`config.mk`:
```
export PLATFORM = sky130hd
export DESIGN_NAME = dna_seq_loader_flat
export DESIGN_NICKNAME = d
export VERILOG_FILES = /design/src/rtl/dna_pkg.sv /design/src/rtl/dna_seq_loader_if.sv /design/src/rtl/dna_timeout_ctr.sv /design/src/rtl/dna_seq_loader.sv /design/src/flat_wrapper.sv
export SDC_FILE = /design/constraint.sdc
export NUM_CORES = 1
export LEC_CHECK = 0
export CORE_ASPECT_RATIO = 0.7
export CORE_MARGIN = 5
export CORE_UTILIZATION = 28
export CTS_BUF_LIST = sky130_fd_sc_hd__clkbuf_16
export DETAILED_ROUTE_END_ITERATION = 8
export PLACE_DENSITY = 0.51
export SKIP_LAST_GASP = 1
export SYNTH_ARGS = -nofsm -noshare
export SYNTH_HDL_FRONTEND = slang
export SYNTH_SLANG_ARGS = --single-unit
```
`constraint.sdc`:
```
create_clock -name clock -period 2.6 [get_ports clock]
set_input_delay 0.52 -clock clock [delete_from_list [all_inputs] [get_ports clock]]
set_output_delay 0.52 -clock clock [all_outputs]
set_load 0.005 [all_outputs]
```
`src/rtl/dna_pkg.sv`:
```
// Shared types for the DNA sequence loader: base encoding, result codes, FSM states.
// Latency: n/a (types only).
// Backpressure: n/a.
package dna_pkg;

    typedef enum logic [1:0] {
        BASE_A = 2'b00,
        BASE_C = 2'b01,
        BASE_G = 2'b10,
        BASE_T = 2'b11
    } base_t;

    typedef enum logic [2:0] {
        RC_OK         = 3'd0,
        RC_SEARCH_ERR = 3'd1,
        RC_OVERFLOW   = 3'd2,
        RC_TOO_SHORT  = 3'd3,
        RC_TIMEOUT    = 3'd4
    } result_code_t;

    typedef enum logic [2:0] {
        ST_IDLE,
        ST_LOAD,
        ST_START,
        ST_WAIT,
        ST_REPORT
    } loader_state_t;

endpackage

```
`src/rtl/dna_seq_loader_if.sv`:
```
// Bundle of host base stream, sequence-memory write port, engine control and host result.
// Latency: n/a (wiring only).
// Backpressure: base stream uses base_valid/base_ready; result is held until result_ack.
// Ports: master = host + engine side, slave = the loader.
interface dna_seq_loader_if #(
    parameter int ADDR_W = 16
);
    // host base stream
    logic              base_valid;
    logic [1:0]        base_in;
    logic              base_last;
    logic              base_ready;
    // sequence memory write port
    logic              mem_we;
    logic [ADDR_W-1:0] mem_addr;
    logic [1:0]        mem_data;
    // search engine
    logic              search_ready;
    logic [ADDR_W-1:0] dna_length;
    logic              search_done;
    logic              search_found;
    logic              search_error;
    // host result
    logic              result_valid;
    logic              result_found;
    logic [2:0]        result_code;
    logic              result_ack;

    modport master (
        output base_valid, base_in, base_last,
        output search_done, search_found, search_error,
        output result_ack,
        input  base_ready, mem_we, mem_addr, mem_data,
        input  search_ready, dna_length,
        input  result_valid, result_found, result_code
    );

    modport slave (
        input  base_valid, base_in, base_last,
        input  search_done, search_found, search_error,
        input  result_ack,
        output base_ready, mem_we, mem_addr, mem_data,
        output search_ready, dna_length,
        output result_valid, result_found, result_code
    );
endinterface

```
`src/rtl/dna_timeout_ctr.sv`:
```
// Cycle counter that flags when TIMEOUT enabled cycles have elapsed since the last clear.
// Latency: expired is combinational from the count; asserted on the TIMEOUT-th enabled cycle.
// Backpressure: none.
// Ports: clock, reset (sync, active-high), clear, enable in; expired out.
module dna_timeout_ctr #(
    parameter int TIMEOUT = 65535
) (
    input  logic clock,
    input  logic reset,
    input  logic clear,
    input  logic enable,
    output logic expired
);
    localparam int TW = (TIMEOUT > 1) ? $clog2(TIMEOUT + 1) : 1;
    localparam logic [TW-1:0] LAST = TW'(TIMEOUT - 1);

    logic [TW-1:0] cnt_q;

    always_ff @(posedge clock) begin
        if (reset || clear) begin
            cnt_q <= '0;
        end else if (enable && (cnt_q != LAST)) begin
            cnt_q <= cnt_q + TW'(1);
        end
    end

    assign expired = enable && (cnt_q == LAST);
endmodule

```
`src/rtl/dna_seq_loader.sv`:
```
// Host-side initiator: streams bases into sequence memory, launches the search, holds the result.
// Latency: accepted base is written one cycle later; search_ready rises one cycle after the last write.
// Backpressure: base_ready only in IDLE/LOAD; result held in REPORT until result_ack.
// Ports: clock, reset (sync, active-high); bus (slave view of dna_seq_loader_if).
module dna_seq_loader
    import dna_pkg::*;
#(
    parameter int ADDR_W  = 16,
    parameter int MAX_LEN = 1024,
    parameter int MIN_LEN = 4,
    parameter int TIMEOUT = 65535
) (
    input  logic              clock,
    input  logic              reset,
    dna_seq_loader_if.slave   bus
);
    // one extra bit so a count of MAX_LEN == 2**ADDR_W does not wrap
    localparam int CW = ADDR_W + 1;
    localparam logic [CW-1:0] MAX_C = CW'(MAX_LEN);
    localparam logic [CW-1:0] MIN_C = CW'(MIN_LEN);

    loader_state_t     state_q, state_d;
    logic [CW-1:0]     count_q;
    logic              ovf_q;
    logic              mem_we_q;
    logic [ADDR_W-1:0] mem_addr_q;
    logic [1:0]        mem_data_q;
    logic [ADDR_W-1:0] dna_length_q;
    logic              found_q, found_d;
    result_code_t      code_q, code_d;
    logic              capture;

    logic              accept;
    logic              room;
    logic [CW-1:0]     len_d;
    logic              timer_expired;

    assign accept = bus.base_valid && bus.base_ready;
    assign room   = count_q < MAX_C;
    // length including the base being accepted, saturated at MAX_LEN
    assign len_d  = room ? (count_q + CW'(1)) : MAX_C;

    dna_timeout_ctr #(
        .TIMEOUT (TIMEOUT)
    ) u_timeout (
        .clock   (clock),
        .reset   (reset),
        .clear   (state_q != ST_WAIT),
        .enable  (state_q == ST_WAIT),
        .expired (timer_expired)
    );

    always_ff @(posedge clock) begin
        if (reset) begin
            state_q <= ST_IDLE;
        end else begin
            state_q <= state_d;
        end
    end

    always_comb begin
        state_d = state_q;
        found_d = 1'b0;
        code_d  = RC_OK;
        capture = 1'b0;
        case (state_q)
            ST_IDLE, ST_LOAD: begin
                if (accept) begin
                    if (bus.base_last) begin
                        // a last base arriving with no room is itself an overflow
                        if (ovf_q || !room) begin
                            state_d = ST_REPORT;
                            code_d  = RC_OVERFLOW;
                            capture = 1'b1;
                        end else if (len_d < MIN_C) begin
                            state_d = ST_REPORT;
                            code_d  = RC_TOO_SHORT;
                            capture = 1'b1;
                        end else begin
                            state_d = ST_START;
                        end
                    end else begin
                        state_d = ST_LOAD;
                    end
                end
            end
            // START covers the cycle in which the final write is on the memory port
            ST_START: state_d = ST_WAIT;
            ST_WAIT: begin
                // done takes priority over a coincident timeout
                if (bus.search_done) begin
                    state_d = ST_REPORT;
                    found_d = bus.search_found;
                    code_d  = bus.search_error ? RC_SEARCH_ERR : RC_OK;
                    capture = 1'b1;
                end else if (timer_expired) begin
                    state_d = ST_REPORT;
                    code_d  = RC_TIMEOUT;
                    capture = 1'b1;
                end
            end
            ST_REPORT: begin
                if (bus.result_ack) begin
                    state_d = ST_IDLE;
                end
            end
            default: state_d = ST_IDLE;
        endcase
    end

    always_ff @(posedge clock) begin
        if (reset) begin
            count_q      <= '0;
            ovf_q        <= 1'b0;
            mem_we_q     <= 1'b0;
            mem_addr_q   <= '0;
            mem_data_q   <= '0;
            dna_length_q <= '0;
            found_q      <= 1'b0;
            code_q       <= RC_OK;
        end else begin
            mem_we_q <= 1'b0;
            if (accept) begin
                if (room) begin
                    mem_we_q   <= 1'b1;
                    mem_addr_q <= count_q[ADDR_W-1:0];
                    mem_data_q <= bus.base_in;
                    count_q    <= count_q + CW'(1);
                end else begin
                    ovf_q <= 1'b1;
                end
            end
            if (accept && bus.base_last && (state_d == ST_START)) begin
                dna_length_q <= len_d[ADDR_W-1:0];
            end
            if (capture) begin
                found_q <= found_d;
                code_q  <= code_d;
            end
            if ((state_q == ST_REPORT) && bus.result_ack) begin
                count_q      <= '0;
                ovf_q        <= 1'b0;
                dna_length_q <= '0;
                found_q      <= 1'b0;
                code_q       <= RC_OK;
            end
        end
    end

    assign bus.base_ready   = (state_q == ST_IDLE) || (state_q == ST_LOAD);
    assign bus.mem_we       = mem_we_q;
    assign bus.mem_addr     = mem_addr_q;
    assign bus.mem_data     = mem_data_q;
    assign bus.search_ready = (state_q == ST_WAIT);
    assign bus.dna_length   = dna_length_q;
    assign bus.result_valid = (state_q == ST_REPORT);
    assign bus.result_found = found_q;
    assign bus.result_code  = code_q;
endmodule
```
`src/flat_wrapper.sv`:
```
// flat-port wrapper written by rule: the top's interface ports become plain ports
module dna_seq_loader_flat import dna_pkg::*;
#(
    parameter int ADDR_W  = 16,
    parameter int MAX_LEN = 1024,
    parameter int MIN_LEN = 4,
    parameter int TIMEOUT = 65535
)
  (clock, reset, bus_base_valid, bus_base_in, bus_base_last, bus_search_done, bus_search_found, bus_search_error, bus_result_ack, bus_base_ready, bus_mem_we, bus_mem_addr, bus_mem_data, bus_search_ready, bus_dna_length, bus_result_valid, bus_result_found, bus_result_code);
  dna_seq_loader_if #(.ADDR_W(ADDR_W)) bus_i ();
  input  logic clock;
  input  logic reset;
  input wire logic [$bits(bus_i.base_valid)-1:0] bus_base_valid;
  input wire logic [$bits(bus_i.base_in)-1:0] bus_base_in;
  input wire logic [$bits(bus_i.base_last)-1:0] bus_base_last;
  input wire logic [$bits(bus_i.search_done)-1:0] bus_search_done;
  input wire logic [$bits(bus_i.search_found)-1:0] bus_search_found;
  input wire logic [$bits(bus_i.search_error)-1:0] bus_search_error;
  input wire logic [$bits(bus_i.result_ack)-1:0] bus_result_ack;
  output wire logic [$bits(bus_i.base_ready)-1:0] bus_base_ready;
  output wire logic [$bits(bus_i.mem_we)-1:0] bus_mem_we;
  output wire logic [$bits(bus_i.mem_addr)-1:0] bus_mem_addr;
  output wire logic [$bits(bus_i.mem_data)-1:0] bus_mem_data;
  output wire logic [$bits(bus_i.search_ready)-1:0] bus_search_ready;
  output wire logic [$bits(bus_i.dna_length)-1:0] bus_dna_length;
  output wire logic [$bits(bus_i.result_valid)-1:0] bus_result_valid;
  output wire logic [$bits(bus_i.result_found)-1:0] bus_result_found;
  output wire logic [$bits(bus_i.result_code)-1:0] bus_result_code;
  assign bus_i.base_valid = bus_base_valid;
  assign bus_i.base_in = bus_base_in;
  assign bus_i.base_last = bus_base_last;
  assign bus_i.search_done = bus_search_done;
  assign bus_i.search_found = bus_search_found;
  assign bus_i.search_error = bus_search_error;
  assign bus_i.result_ack = bus_result_ack;
  assign bus_base_ready = bus_i.base_ready;
  assign bus_mem_we = bus_i.mem_we;
  assign bus_mem_addr = bus_i.mem_addr;
  assign bus_mem_data = bus_i.mem_data;
  assign bus_search_ready = bus_i.search_ready;
  assign bus_dna_length = bus_i.dna_length;
  assign bus_result_valid = bus_i.result_valid;
  assign bus_result_found = bus_i.result_found;
  assign bus_result_code = bus_i.result_code;
  dna_seq_loader #(.ADDR_W(ADDR_W), .MAX_LEN(MAX_LEN), .MIN_LEN(MIN_LEN), .TIMEOUT(TIMEOUT)) u_core (.clock(clock), .reset(reset), .bus(bus_i));
endmodule
```
==> summary.txt <==
Detailed-route via count -> 2645
Mux cell area share after synthesis -> 0
Flop2flop setup slack -> 0.33 ns
Root Buffer -> sky130_fd_sc_hd__clkbuf_16
Critical-path maximum fanout -> 6
CP Data Required Time -> 2.08 ns
Sequential area share after synthesis -> 0.475
Via count of the first global-routing pass -> 2674
Cts bufs inserted -> 9
Number of nets in the final layout -> 432
Height of the die -> 99.5 um
Core occupancy in the finished layout -> 0.374
Count of final max-slew check failures -> 0
Post-Syn Instances -> 368
Cell Rows -> 32
Post-detailed-route count of antenna-violating nets -> 0
Buffer levels on the longest clock path -> 2
Post-placement cell count -> 561
Portion of the clock cycle consumed by the worst path in the final layout -> 0.873
Class of the most critical hold timing path -> flop to flop
Synth warn -> 0
Post-cts gate resize count -> 0
Count of cell types in the netlist -> 43
Share of post-route cells with drive strength above 1 -> 0.0943
Pin count of the biggest net entering global routing -> 27
DP HPWL -> 5840 um
Initial antenna violation count -> 0
Ant. Diodes -> 0
Synthesized-area fraction occupied by adder cells -> 0.0117
Final cell count without fillers -> 577
Synthesized-area fraction occupied by and/or/nand/nor cells -> 0.259
Transition time at the pin with the least slew margin -> 0.627 ns
Setup repair after global routing missed its margin -> false
Most frequently used flop master after synthesis -> sky130_fd_sc_hd__dfxtp_1
TritonCTS clock tree -> built
Synth area leader -> sky130_fd_sc_hd__dfxtp_1
Leakage power total -> 1.50 nW
Setup crit start kind -> flop
Largest family of logic cells by synthesized area -> simple AND/OR/NAND/NOR gates
Core box area -> 0.0111 sq mm
Post-Synthesis Mean Instance Area -> 8.70 sq um
Slew HR -> 0.582
Asr flop ratio synth -> 0
Worst clock skew -> 0.00558 ns
Global route total overflow -> 0
Worst skew pair latency -> 0.34 ns
Starting DRT DRC Count -> 179
First-pass GRT wire length -> 13700 um
Number of vias per cell after detailed routing -> 4.58
Cell with the most instances after synthesis -> sky130_fd_sc_hd__dfxtp_1
Effective utilization at floorplan -> 0.289
Number of levels in the clock H-tree -> 3
Signed area change from the synthesized netlist to the final layout -> 29.5%
Fraction of post-synthesis cell area in the top cell type by area -> 0.475
Post-DR wirelength/cell -> 14.1 um
Max Cap Viol -> 0
Clk sink count -> 76
Post-synthesis instance area -> 0.00320 sq mm
Die Span X -> 138 um
Post-Route WL -> 8120 um
Buffers on Ports -> 51
Hold bufs inserted after CTS -> 0
Post-Layout Inst Area -> 0.00414 sq mm
Post-CTS Setup Repair Bufs -> 0
Peak clock frequency supported by timing -> 441 MHz
Cell types occupying the most area after synthesis -> sky130_fd_sc_hd__dfxtp_1, sky130_fd_sc_hd__xor2_1, sky130_fd_sc_hd__nand2_1, sky130_fd_sc_hd__nor2_1, sky130_fd_sc_hd__a21oi_1
Critical path class -> flop to output port
Final Setup Violations -> 0
Register bit total from synthesis -> 76
Arrival time at the worst endpoint -> 1.75 ns
Area share of xor/xnor cells in the synthesized design -> 0.0876
Post-synth EDFFs -> 0
Commonest cells in the synthesized netlist -> sky130_fd_sc_hd__dfxtp_1, sky130_fd_sc_hd__nand2_1, sky130_fd_sc_hd__nor2_1
Status -> finished, final reports clean
Number of I/O pins -> 52
Instance area after placement -> 0.00387 sq mm
Compound-Gate Fraction of Synth Area -> 0.122
Total routing resource utilization after global routing -> 0.128
Routability-driven placement congestion ratio -> 0.815
Final hold viol count -> 0
Post-layout min period -> 2.27 ns
Setup total negative slack -> 0 ns
Die footprint -> 0.0137 sq mm
Number of design rule violations left after detail routing -> 0
Nature of the critical path endpoint -> output port
Number of iterations in the first detailed-routing pass -> 4
Maximum resistive drop on vdd -> 0.339 mV
Clock edge transition at the registers on the reported setup and hold paths -> 0.06 ns
Power per cell area -> 590 mW/mm^2
Nets in the synthesized netlist -> 381
-- layer usage --
| metal | track usage | up-vias | share of wire |
|---|---|---|---|
| li1 | - | 1362 | - |
| met1 | 0.185 | 1216 | 0.53 |
| met2 | 0.172 | 51 | 0.39 |
| met3 | 0.0394 | 16 | 0.049 |
| met4 | 0.0585 | 0 | 0.023 |
| met5 | 0 | - | 0 |
-- critical path, stage by stage, from the launching register on --
cell                              delay, ns
sky130_fd_sc_hd__dfxtp_1               0.40
sky130_fd_sc_hd__nor3b_1               0.41
sky130_fd_sc_hd__clkdlybuf4s50_1       0.60
-- worst paths after layout --
| kind | from | end | depth (start not counted) |
|---|---|---|---|
| max | u_core.state_q[2] | bus_result_valid | 2 |
| min | u_core.bus.mem_addr[13] | u_core.bus.mem_addr[13] | 1 |
| max reg2reg | u_core.count_q[1] | u_core.bus.result_found | 7 |
| min reg2reg | u_core.bus.mem_addr[13] | u_core.bus.mem_addr[13] | 1 |
-- sequential cells by signal (all words and copies together) (netlist names) --
register	count
u_core.u_timeout.cnt_q	16
u_core.bus.mem_data	2
u_core.bus.result_found	1
u_core.bus.dna_length	16
u_core.bus.mem_we	1
u_core.bus.result_code	3
u_core.state_q	3
u_core.ovf_q	1
u_core.count_q	17
u_core.bus.mem_addr	16
-- metrics by stage --
| step | hold slack, ns | power (mW) | worst slack, ns |
|---|---|---|---|
| final | 0.454 | 2.45 | 0.331 |
| after global routing | 0.473 | 2.55 | 0.154 |
| after CTS | 0.458 | 2.48 | 0.318 |
| after detailed placement | 0.444 | 1.35 | 0.308 |
| after global placement | 0.442 | 1.35 | 0.425 |
| after floorplan | 0.430 | 1.28 | 0.423 |
-- report_power, final --
group	internal, mW	switching [mW]
Clock	0.639	0.483
Combinational	0.0599	0.0758
Sequential	1.18	0.00978
-- cell type report --
type                    count  area (sq um)
fillers                  1126          6950
clock buffers               9           225
inverters                   4          15.0
well taps                 153           191
flip-flops and latches     76          1520
clock inverters             7          43.8
repair buffers             64           608
multi-input cells         264          1540
-- placed cells by master (no fill, tap or decap), drive strengths merged, types with 3 or more instances in the layout --
cell,count
nor3,11
inv,4
buf,13
o41ai,3
xor2,22
xnor2,10
nor2,42
or3,4
and2,14
ha,3
clkinv,5
dfxtp,76
nand3,23
o21ai,16
nand2,43
clkdlybuf4s50,51
nand4,13
a21oi,25
clkbuf,9
and3,9
-- cell families (layout without fill, tap and decap cells) --
logic type | after synthesis | in the layout
buffers and inverters | 28 | 84
AO/OA/AOI/OAI | 61 | 61
XOR/XNOR | 32 | 32
adder cells (fa/ha/maj) | 3 | 3
flip-flops | 76 | 76
AND/OR/NAND/NOR | 168 | 168
Power figures use the tool's default switching activity.
